==> src/rtl/fft_pkg.sv <==
// Shared types for the twiddle address sequencer: FSM encoding and bridge ROM latency.
package fft_pkg;

  typedef enum logic [1:0] {
    IDLE,
    RUN,
    BUBBLE,
    DONE
  } state_t;

  // Cycles from tact_rom to tdr_rom_real/imag at the twiddle ROM bridge.
  localparam int TW_ROM_LAT = 3;

endpackage

==> src/rtl/bf_index_counter.sv <==
// Nested p (outer) / g (inner) / stage counter for radix-2 DIT butterflies; derives k, a, b
// combinationally from the current count and advances by one butterfly per 'advance'.
module bf_index_counter
  import fft_pkg::*;
#(
  parameter int FFT_N = 10
) (
  input  logic                       clk,
  input  logic                       rst_n,
  input  logic                       clear,
  input  logic                       advance,
  output logic [FFT_N-2:0]           k,
  output logic [FFT_N-1:0]           a,
  output logic [FFT_N-1:0]           b,
  output logic [$clog2(FFT_N)-1:0]   stage,
  output logic                       last_of_stage,
  output logic                       last_of_xfer
);

  localparam int W  = FFT_N - 1;
  localparam int SW = $clog2(FFT_N);
  localparam logic [W-1:0]     ONES  = '1;
  localparam logic [FFT_N-1:0] ONE_N = 1;

  logic [W-1:0] p;
  logic [W-1:0] g;
  logic [W-1:0] p_max;
  logic [W-1:0] g_max;

  // p spans h = 2^s values, g spans G = 2^(FFT_N-1-s) values.
  always_comb begin
    g_max         = ONES >> stage;
    p_max         = ONES >> (W - int'(stage));
    k             = p << (W - int'(stage));
    a             = ({g, 1'b0} << stage) | {1'b0, p};
    b             = a | (ONE_N << stage);
    last_of_stage = (p == p_max) && (g == g_max);
    last_of_xfer  = last_of_stage && (stage == SW'(W));
  end

  always_ff @(posedge clk) begin
    if (!rst_n || clear) begin
      p     <= '0;
      g     <= '0;
      stage <= '0;
    end else if (advance) begin
      if (last_of_stage) begin
        p     <= '0;
        g     <= '0;
        stage <= last_of_xfer ? '0 : stage + SW'(1);
      end else if (g == g_max) begin
        g <= '0;
        p <= p + W'(1);
      end else begin
        g <= g + W'(1);
      end
    end
  end

endmodule

==> src/rtl/twiddle_addr_gen.sv <==
// Twiddle request / butterfly address sequencer feeding the twiddle ROM bridge; one request per cycle.
// TWGEN_ADDR_ALIGN_EN delays bf_* and done by TW_ROM_LAT cycles to line up with returned twiddles.
module twiddle_addr_gen
  import fft_pkg::*;
#(
  parameter int FFT_N = 10
) (
  input  logic                      clk,
  input  logic                      rst_n,
  input  logic                      start,
  input  logic                      ifft_in,
  output logic                      busy,
  output logic                      done,
  output logic                      ifft,
  output logic                      tact_rom,
  output logic [FFT_N-2:0]          ta_rom,
  output logic                      evenOdd,
  output logic                      bf_valid,
  output logic [FFT_N-1:0]          bf_addr_a,
  output logic [FFT_N-1:0]          bf_addr_b,
  output logic [$clog2(FFT_N)-1:0]  stage
);

  localparam int SW = $clog2(FFT_N);

  state_t            state;
  logic              busy_c;
  logic              done_c;
  logic              bf_vld_c;
  logic [FFT_N-1:0]  a_c;
  logic [FFT_N-1:0]  b_c;
  logic [SW-1:0]     stage_c;
  logic [FFT_N-2:0]  prev_k;
  logic              new_stage;
  logic              last_q;

  logic [FFT_N-2:0]  cnt_k;
  logic [FFT_N-1:0]  cnt_a;
  logic [FFT_N-1:0]  cnt_b;
  logic [SW-1:0]     cnt_stage;
  logic              cnt_los;
  logic              cnt_lox;

  logic              need_read;
  logic              prev_read;
  logic              issue;

  bf_index_counter #(.FFT_N(FFT_N)) u_cnt (
    .clk           (clk),
    .rst_n         (rst_n),
    .clear         (state == DONE),
    .advance       (issue),
    .k             (cnt_k),
    .a             (cnt_a),
    .b             (cnt_b),
    .stage         (cnt_stage),
    .last_of_stage (cnt_los),
    .last_of_xfer  (cnt_lox)
  );

  // The bridge has one ROM port: a read needs the previous cycle free of reads.
  always_comb begin
    need_read = new_stage || (cnt_k != prev_k);
    prev_read = tact_rom && !evenOdd;
    issue     = 1'b0;
    unique case (state)
      IDLE:    issue = start;
      RUN:     issue = !last_q && !(need_read && prev_read);
      BUBBLE:  issue = 1'b1;
      DONE:    issue = 1'b0;
    endcase
  end

  always_ff @(posedge clk) begin
    if (!rst_n) begin
      state     <= IDLE;
      busy_c    <= 1'b0;
      done_c    <= 1'b0;
      ifft      <= 1'b0;
      tact_rom  <= 1'b0;
      ta_rom    <= '0;
      evenOdd   <= 1'b0;
      bf_vld_c  <= 1'b0;
      a_c       <= '0;
      b_c       <= '0;
      stage_c   <= '0;
      prev_k    <= '0;
      new_stage <= 1'b1;
      last_q    <= 1'b0;
    end else begin
      done_c   <= 1'b0;
      tact_rom <= issue;
      evenOdd  <= issue && !need_read;
      ta_rom   <= issue ? cnt_k : '0;
      bf_vld_c <= issue;
      a_c      <= issue ? cnt_a : '0;
      b_c      <= issue ? cnt_b : '0;
      stage_c  <= issue ? cnt_stage : '0;
      if (issue) begin
        prev_k    <= cnt_k;
        new_stage <= cnt_los;
        last_q    <= cnt_lox;
      end
      unique case (state)
        IDLE: begin
          if (start) begin
            state  <= RUN;
            busy_c <= 1'b1;
            ifft   <= ifft_in;
          end
        end
        RUN: begin
          if (last_q) begin
            state  <= DONE;
            busy_c <= 1'b0;
            done_c <= 1'b1;
            last_q <= 1'b0;
          end else if (need_read && prev_read) begin
            state <= BUBBLE;
          end
        end
        BUBBLE:  state <= RUN;
        DONE:    state <= IDLE;
      endcase
    end
  end

`ifdef TWGEN_ADDR_ALIGN_EN
  logic [TW_ROM_LAT-1:0] vld_d;
  logic [TW_ROM_LAT-1:0] done_d;
  logic [FFT_N-1:0]      a_d     [TW_ROM_LAT];
  logic [FFT_N-1:0]      b_d     [TW_ROM_LAT];
  logic [SW-1:0]         stage_d [TW_ROM_LAT];

  always_ff @(posedge clk) begin
    if (!rst_n) begin
      vld_d  <= '0;
      done_d <= '0;
      for (int i = 0; i < TW_ROM_LAT; i++) begin
        a_d[i]     <= '0;
        b_d[i]     <= '0;
        stage_d[i] <= '0;
      end
    end else begin
      vld_d      <= {vld_d[TW_ROM_LAT-2:0], bf_vld_c};
      done_d     <= {done_d[TW_ROM_LAT-2:0], done_c};
      a_d[0]     <= a_c;
      b_d[0]     <= b_c;
      stage_d[0] <= stage_c;
      for (int i = 1; i < TW_ROM_LAT; i++) begin
        a_d[i]     <= a_d[i-1];
        b_d[i]     <= b_d[i-1];
        stage_d[i] <= stage_d[i-1];
      end
    end
  end

  assign bf_valid  = vld_d[TW_ROM_LAT-1];
  assign bf_addr_a = a_d[TW_ROM_LAT-1];
  assign bf_addr_b = b_d[TW_ROM_LAT-1];
  assign stage     = stage_d[TW_ROM_LAT-1];
  assign done      = done_d[TW_ROM_LAT-1];
  // Stay busy while the final butterflies drain through the delay line.
  assign busy      = busy_c | done_c | (|done_d[TW_ROM_LAT-2:0]);
`else
  assign bf_valid  = bf_vld_c;
  assign bf_addr_a = a_c;
  assign bf_addr_b = b_c;
  assign stage     = stage_c;
  assign done      = done_c;
  assign busy      = busy_c;
`endif

endmodule

==> config.mk <==
export PLATFORM = sky130hd
export DESIGN_NAME = twiddle_addr_gen
export DESIGN_NICKNAME = d
export VERILOG_FILES = /design/src/rtl/fft_pkg.sv /design/src/rtl/bf_index_counter.sv /design/src/rtl/twiddle_addr_gen.sv
export SDC_FILE = /design/constraint.sdc
export NUM_CORES = 1
export LEC_CHECK = 0
export ABC_AREA = 1
export BUFFER_PORTS_ARGS = -buffer_cell sky130_fd_sc_hd__buf_2
export CAP_MARGIN = 20
export CORE_UTILIZATION = 59
export CTS_CLUSTER_SIZE = 12
export DETAILED_ROUTE_END_ITERATION = 12
export PLACE_DENSITY_LB_ADDON = 0.05
export SETUP_SLACK_MARGIN = 0.15
export SYNTH_ARGS = -nofsm -noshare
export SYNTH_HDL_FRONTEND = slang
export SYNTH_SLANG_ARGS = --single-unit
==> constraint.sdc <==
create_clock -name clk -period 4.45 [get_ports clk]
set_input_delay 0.2225 -clock clk [delete_from_list [all_inputs] [get_ports clk]]
set_output_delay 0.2225 -clock clk [all_outputs]
set_load 0.05 [all_outputs]
# Word level (Yosys, flattened, before mapping)
# Index checks and enable logic that the tools add are counted.
# op_classes
add_sub_neg	4
eq_ne	10
n_shift	5
n_mux	17
bitwise	2
reduce_logical	23
# ops
cell	n
$mux 9	4
$shl 9x32->9	1
$shr 9x32->9 const A	1
$add 9x1->9 const B	2
$eq 9x9->1	2
$reduce_and 2->1	6
$or 10x10->10	1
$or 10x9->10	1
$shl 1x4->10 const A	1
$shl 10x4->10	1
$ne 9x9->1	1
$shr 9x4->9 const A	1
$pmux 2 s4	1
$logic_and 1x1->1	6
$mux 1	6
$mux 2	3
$logic_not 1->1	5
$sub 4x4->5 const A	1
$add 4x1->4 const B	1
$eq 2x2->1 const B	2
$eq 4x4->1 const B	1
$mux 4	1
$ne 2x2->1 const B	2
$pmux 1 s4	1
7 further kinds	9
# totals
ff_bits	73
in_bits	4
output_inout_bits	39

# Logic depth before layout (Yosys ltp)
# depth
word_depth	11
depth_mapped	24

# By module
# A second synthesis with hierarchy kept.
# hier_totals
hier_cells	666
area_unflattened_um2	4466.8
# modules_own_cells
module	n_inst	cells_per_inst	area_each_um2	seq_area_each_um2
bf_index_counter	1	428	2501.1	440.4
twiddle_addr_gen	1	238	1965.6	1021.0

# Worst setup path before layout
# Ideal clock, no wire load.
# synth_path
path_type	register -> register
from	reg u_cnt.stage[1]
to	reg ta_rom[0]
arrival_ns	3.156
required_ns	4.385
setup_slack_ns	1.229
stages_incl_launch_ff	22
synth_period_minus_slack_ns	3.221
cell_sequence	dfxtp_1 -> inv_2 -> clkbuf_1 -> ha_1 -> ha_1 -> buf_1 -> nand2_2 -> nor2_4 -> nand2_1 -> xor2_1 -> nand3_1 -> nor2_1 -> nand2_1 -> nand2_1 -> nand2_2 -> nand2_4 -> nand2_2 -> inv_2 -> nand2_1 -> buf_4 -> buf_6 -> nor2_1
# synth_between
elab_chain_cells	9
# synth_lines
element	line	source
from (decl)	bf_index_counter.sv:15	output logic [$clog2(FFT_N)-1:0] stage,
from (signal assigned)	bf_index_counter.sv:50	stage <= last_of_xfer ? '0 : stage + SW'(1);
$sub 4x4->5 (*)	bf_index_counter.sv:34	k = p << (W - int'(stage));
$shl 9x32->9 (*)	bf_index_counter.sv:34	
$ne 9x9->1	twiddle_addr_gen.sv:63	need_read = new_stage || (cnt_k != prev_k);
$logic_or 1x1->1	twiddle_addr_gen.sv:63	
$logic_and 1x1->1	twiddle_addr_gen.sv:68	RUN: issue = !last_q && !(need_read && prev_read);
$logic_not 1->1	twiddle_addr_gen.sv:68	
$logic_and 1x1->1	twiddle_addr_gen.sv:68	
$pmux 1 s4	twiddle_addr_gen.sv:66	unique case (state)
$reduce_and 2->1 (no source line)	-	
to (signal assigned)	twiddle_addr_gen.sv:94	ta_rom <= issue ? cnt_k : '0;
to (decl)	twiddle_addr_gen.sv:16	output logic [FFT_N-2:0] ta_rom,
# Mark *: on every way between the ends. The rest lies on a longest branch, timed or not.
# A chain may end at the register's enable or synchronous reset.

# Final worst setup path
# layout_path
from	reg u_cnt.stage[2]
to	reg prev_k[6]
# layout_between
elab_chain_cells	8
# layout_lines
element	line	source
$sub 4x4->5 (*)	bf_index_counter.sv:34	
$shl 9x32->9 (*)	bf_index_counter.sv:34	
$ne 9x9->1	twiddle_addr_gen.sv:63	
$logic_or 1x1->1	twiddle_addr_gen.sv:63	
$logic_and 1x1->1	twiddle_addr_gen.sv:68	
$logic_not 1->1	twiddle_addr_gen.sv:68	
$logic_and 1x1->1	twiddle_addr_gen.sv:68	
$pmux 1 s4	twiddle_addr_gen.sv:66	
to (signal assigned)	twiddle_addr_gen.sv:100	prev_k <= cnt_k;
to (decl)	twiddle_addr_gen.sv:33	logic [FFT_N-2:0] prev_k;
# Marks and branches as above.

==> key figures <==
Status
  • Status: finished, final reports clean

Floorplanning
  • Die W: between 80 and 90 µm
  • Area of the core: between 0.006 and 0.007 mm²
  • IO Count: 43
  • Rows: 30
  • Initial Utilization: about three fifths
  • Die Height: between 80 and 90 µm
  • Die area: 0.00739 mm²

Clock network
  • Cts hold-fix bufs: 0
  • Clk slew on worst S/H paths: about 0.080 ns
  • Post_cts resized: 0
  • Setup Buffers After CTS: 0
  • Worst-Skew Late Latency: 0.36 ns
  • CTS root buf: clkbuf_8
  • Max Root-Sink Buffers: 2
  • CTS tree: done
  • H-tree depth: 3
  • Sink Count: between 70 and 80
  • Num CTS Buffers: 9

Critical path
  • Largest stage delay on the critical path: between 0.5 and 0.6 ns
  • Crit-path cells: inv_1, ha_1, ha_1, nand2_2, nor2_4, nand2_1, xor2_1, nand3_1, nor2_1, nand2_1, nand2_1, nand2_2, nand2_4, nand2_4, inv_2, nand2_1, buf_4, o21ai_0
  • Worst Setup End Kind: flip-flop
  • Most used cell, CP: nand2_1
  • Slowest stage cell, crit path: dfxtp_2
  • Kind of critical path: reg2reg
  • Critical path's top delay family: simple AND/OR/NAND/NOR gates
  • Critical path peak fanout: 39
  • CP required: roughly 4.7 ns
  • CP arrival: around 4 ns
  • Crit start category: flip-flop
  • Critical path buffers and inverters: 3

Place
  • Input/output buffers: 42
  • Dpl cells: between 700 and 800
  • Placed cell area: roughly 0.0044 mm²
  • HPWL after DPL: 7380 µm
  • RePlAce Congestion: 0.996

Logic synthesis
  • Seq/Total Area, Yosys: a little over a third
  • Cell count after synthesis: just over 600
  • Net Count, Synth: around 640
  • Xor/xnor cell area share of the yosys netlist: under 10%
  • Compound-Gate Fraction of Synth Area: between 10% and 20%
  • Post-synthesis mux area share: less than 1%
  • Adder-Cell Fraction of Synth Area: 4.51%
  • YS warnings: 0
  • Mean Syn Cell Area: between 6 and 7 µm²
  • Mapped cell area: 0.00416 mm²
  • Largest family of logic cells by synthesized area: simple AND/OR/NAND/NOR gates
  • Synth Area in Simple Gates: 34.1%
  • Yosys cell types: 37
  • FF+latch count, synth: 73

Drt
  • DRC Markers: 0
  • Vias per cell: between 5 and 6
  • DRT Wirelength: 10300 µm
  • Routed via count: ~4000
  • DR iter-0 viols: between 400 and 500
  • Final ANT Viol Nets: 0
  • Total iterations of the first detailed-routing run: 6
  • WL/cell: 13.6 µm

Cells and area
  • Design Area, Final: approximately 0.0046 mm²
  • Layout area overhead: 10.8%
  • Non-Filler Instances: 754
  • N_diodes: 0
  • Register area: between 0.001 and 0.0015 mm²
  • Multi-input gate area: around 0.0023 mm²
  • Fillers: 604
  • Fraction of layout cells with a size suffix above 1: 12.5%
  • Final nets: 672

Power
  • Worst VDD drop: approximately 0.21 mV
  • Pwr Density: 309 mW/mm²
  • Total power: roughly 0.0014 W
  • Leakage: roughly 2.1 nW

Timing
  • Worst slew margin: 54.5%
  • Clk_skew: 0.00780 ns
  • Fin crit period: roughly 3.8 ns
  • Setup violators final: 0
  • Final Hold Viols: 0
  • Top achievable clock speed: roughly 270 MHz
  • RSZ-0062 raised after global routing: false
  • Final Max Tran Viols: 0
  • Final period util: between 80% and 90%
  • Worst Tran Pin Value: between 0.6 and 0.7 ns
  • Final setup TNS: 0 ns

Global routing
  • Initial antenna violation count: 0
  • GRT Util Overall: slightly below 30%
  • Largest net degree at the start of global routing: 40
  • Number of global-route vias before repair: 3444
  • First-pass GRT wire length: roughly 17000 µm
  • GRT overflow: 0

Flow run
  • Max_cap viols: 0

Hold path
  • Hold Crit Class: in2reg
placed cells by master (no fill, tap or decap), types with 3 or more instances in the layout:
cell,netlist,routed
buf_2,10,42
clkbuf_8,0,9
nor2_4,3,3
nand2_1,155,155
buf_4,5,5
inv_1,59,59
nand4_1,17,17
inv_2,5,5
nor3_1,6,6
a21oi_1,42,42
xnor2_1,3,3
ha_1,15,15
xor2_1,22,22
dfxtp_1,73,72
nand3_1,53,53
a31oi_1,3,3
nor2_1,82,82
o21ai_0,34,34
per-layer routing:
layer | GRT usage [%] | vias to the layer above | routed length (µm)
met5 | 0 | - | 0
met3 | 5.58 | 29 | 693
met4 | 12.6 | 0 | 284
met1 | 40.9 | 1786 | 4850
li1 | - | 2060 | -
met2 | 43.1 | 165 | 4430
final timing paths:
| path | slack (ns) | depth (start not counted) | endpoint | from |
|---|---|---|---|---|
| setup / recovery | 0.69 | 18 | prev_k[6]$_SDFFE_PN0N_ | u_cnt.stage[2]$_SDFFE_PP0P_ |
| hold / removal | 0.13 | 3 | ifft$_SDFFE_PN0P_ | ifft_in |
| setup reg to reg | 0.69 | 18 | prev_k[6]$_SDFFE_PN0N_ | u_cnt.stage[2]$_SDFFE_PP0P_ |
| hold reg to reg | 0.46 | 2 | new_stage$_SDFFE_PN1N_ | new_stage$_SDFFE_PN1N_ |
sequential cells by signal, summed over array words and instances, names as in the netlist, 2 cells and up:
register and flops:
state 2, ta_rom 9, bf_addr_b 10, u_cnt.g 9, u_cnt.stage 4, stage 4
bf_addr_a 10, prev_k 9, u_cnt.p 9
power breakdown:
part           switching, W  leakage [nW]  internal, W  total, W
sequential        0.0000137         0.591     0.000670  0.000683
combinational      0.000129          1.39    0.0000374  0.000166
clock              0.000260         0.109     0.000315  0.000575
logic make-up after synthesis:
kind of cell,Yosys count
AO/OA/AOI/OAI,87
AND/OR/NAND/NOR,328
flip-flops,73
XOR/XNOR,25
multiplexers,1
adder cells (fa/ha/maj),15
buffers and inverters,94
cell type report:
class | instances | share of cell area (%)
Tap cell | 96 | 2.61
Timing Repair Buffer | 47 | 5.37
Multi-Input combinational cell | 456 | 50.2
Sequential cell | 73 | 31.7
Inverter | 66 | 5.37
Clock inverter | 7 | 2.06
Clock buffer | 9 | 2.69
Yosys cell counts (all sizes together):
cell / n / area share [%]
o31ai: 1 / 0.18
nand3b: 1 / 0.18
clkbuf: 11 / 0.99
a31oi: 3 / 0.45
nor3b: 2 / 0.36
xnor2: 3 / 0.63
nand4: 18 / 2.9
a21oi: 43 / 5.4
mux2i: 1 / 0.24
a211oi: 1 / 0.18
buf: 17 / 2.5
nor4: 1 / 0.15
nor2: 86 / 8.4
nand2: 159 / 15
nor3: 7 / 0.96
o211ai: 2 / 0.36
xor2: 22 / 4.6
inv: 64 / 5.8
dfxtp: 73 / 35
or2: 1 / 0.15
o21ai: 37 / 4.7
clkinv: 2 / 0.18
nand3: 53 / 6.4
ha: 15 / 4.5
tightest hold or removal path, cell delays in order:
cell	delay, ns
buf_2	0.10
nand3_1	0.07
a21oi_1	0.06
through the flow:
step           setup WS, ns  hold WS (ns)  utilization, %
4_1_cts               0.297         0.122            67.8
5_1_grt               0.318         0.165            67.8
2_1_floorplan          1.23         0.386               -
3_3_place_gp          0.544         0.444            64.5
3_5_place_dp          0.304         0.443            64.5
6_report              0.685         0.134            67.8
Note: power is estimated with default switching activity, not from simulation.
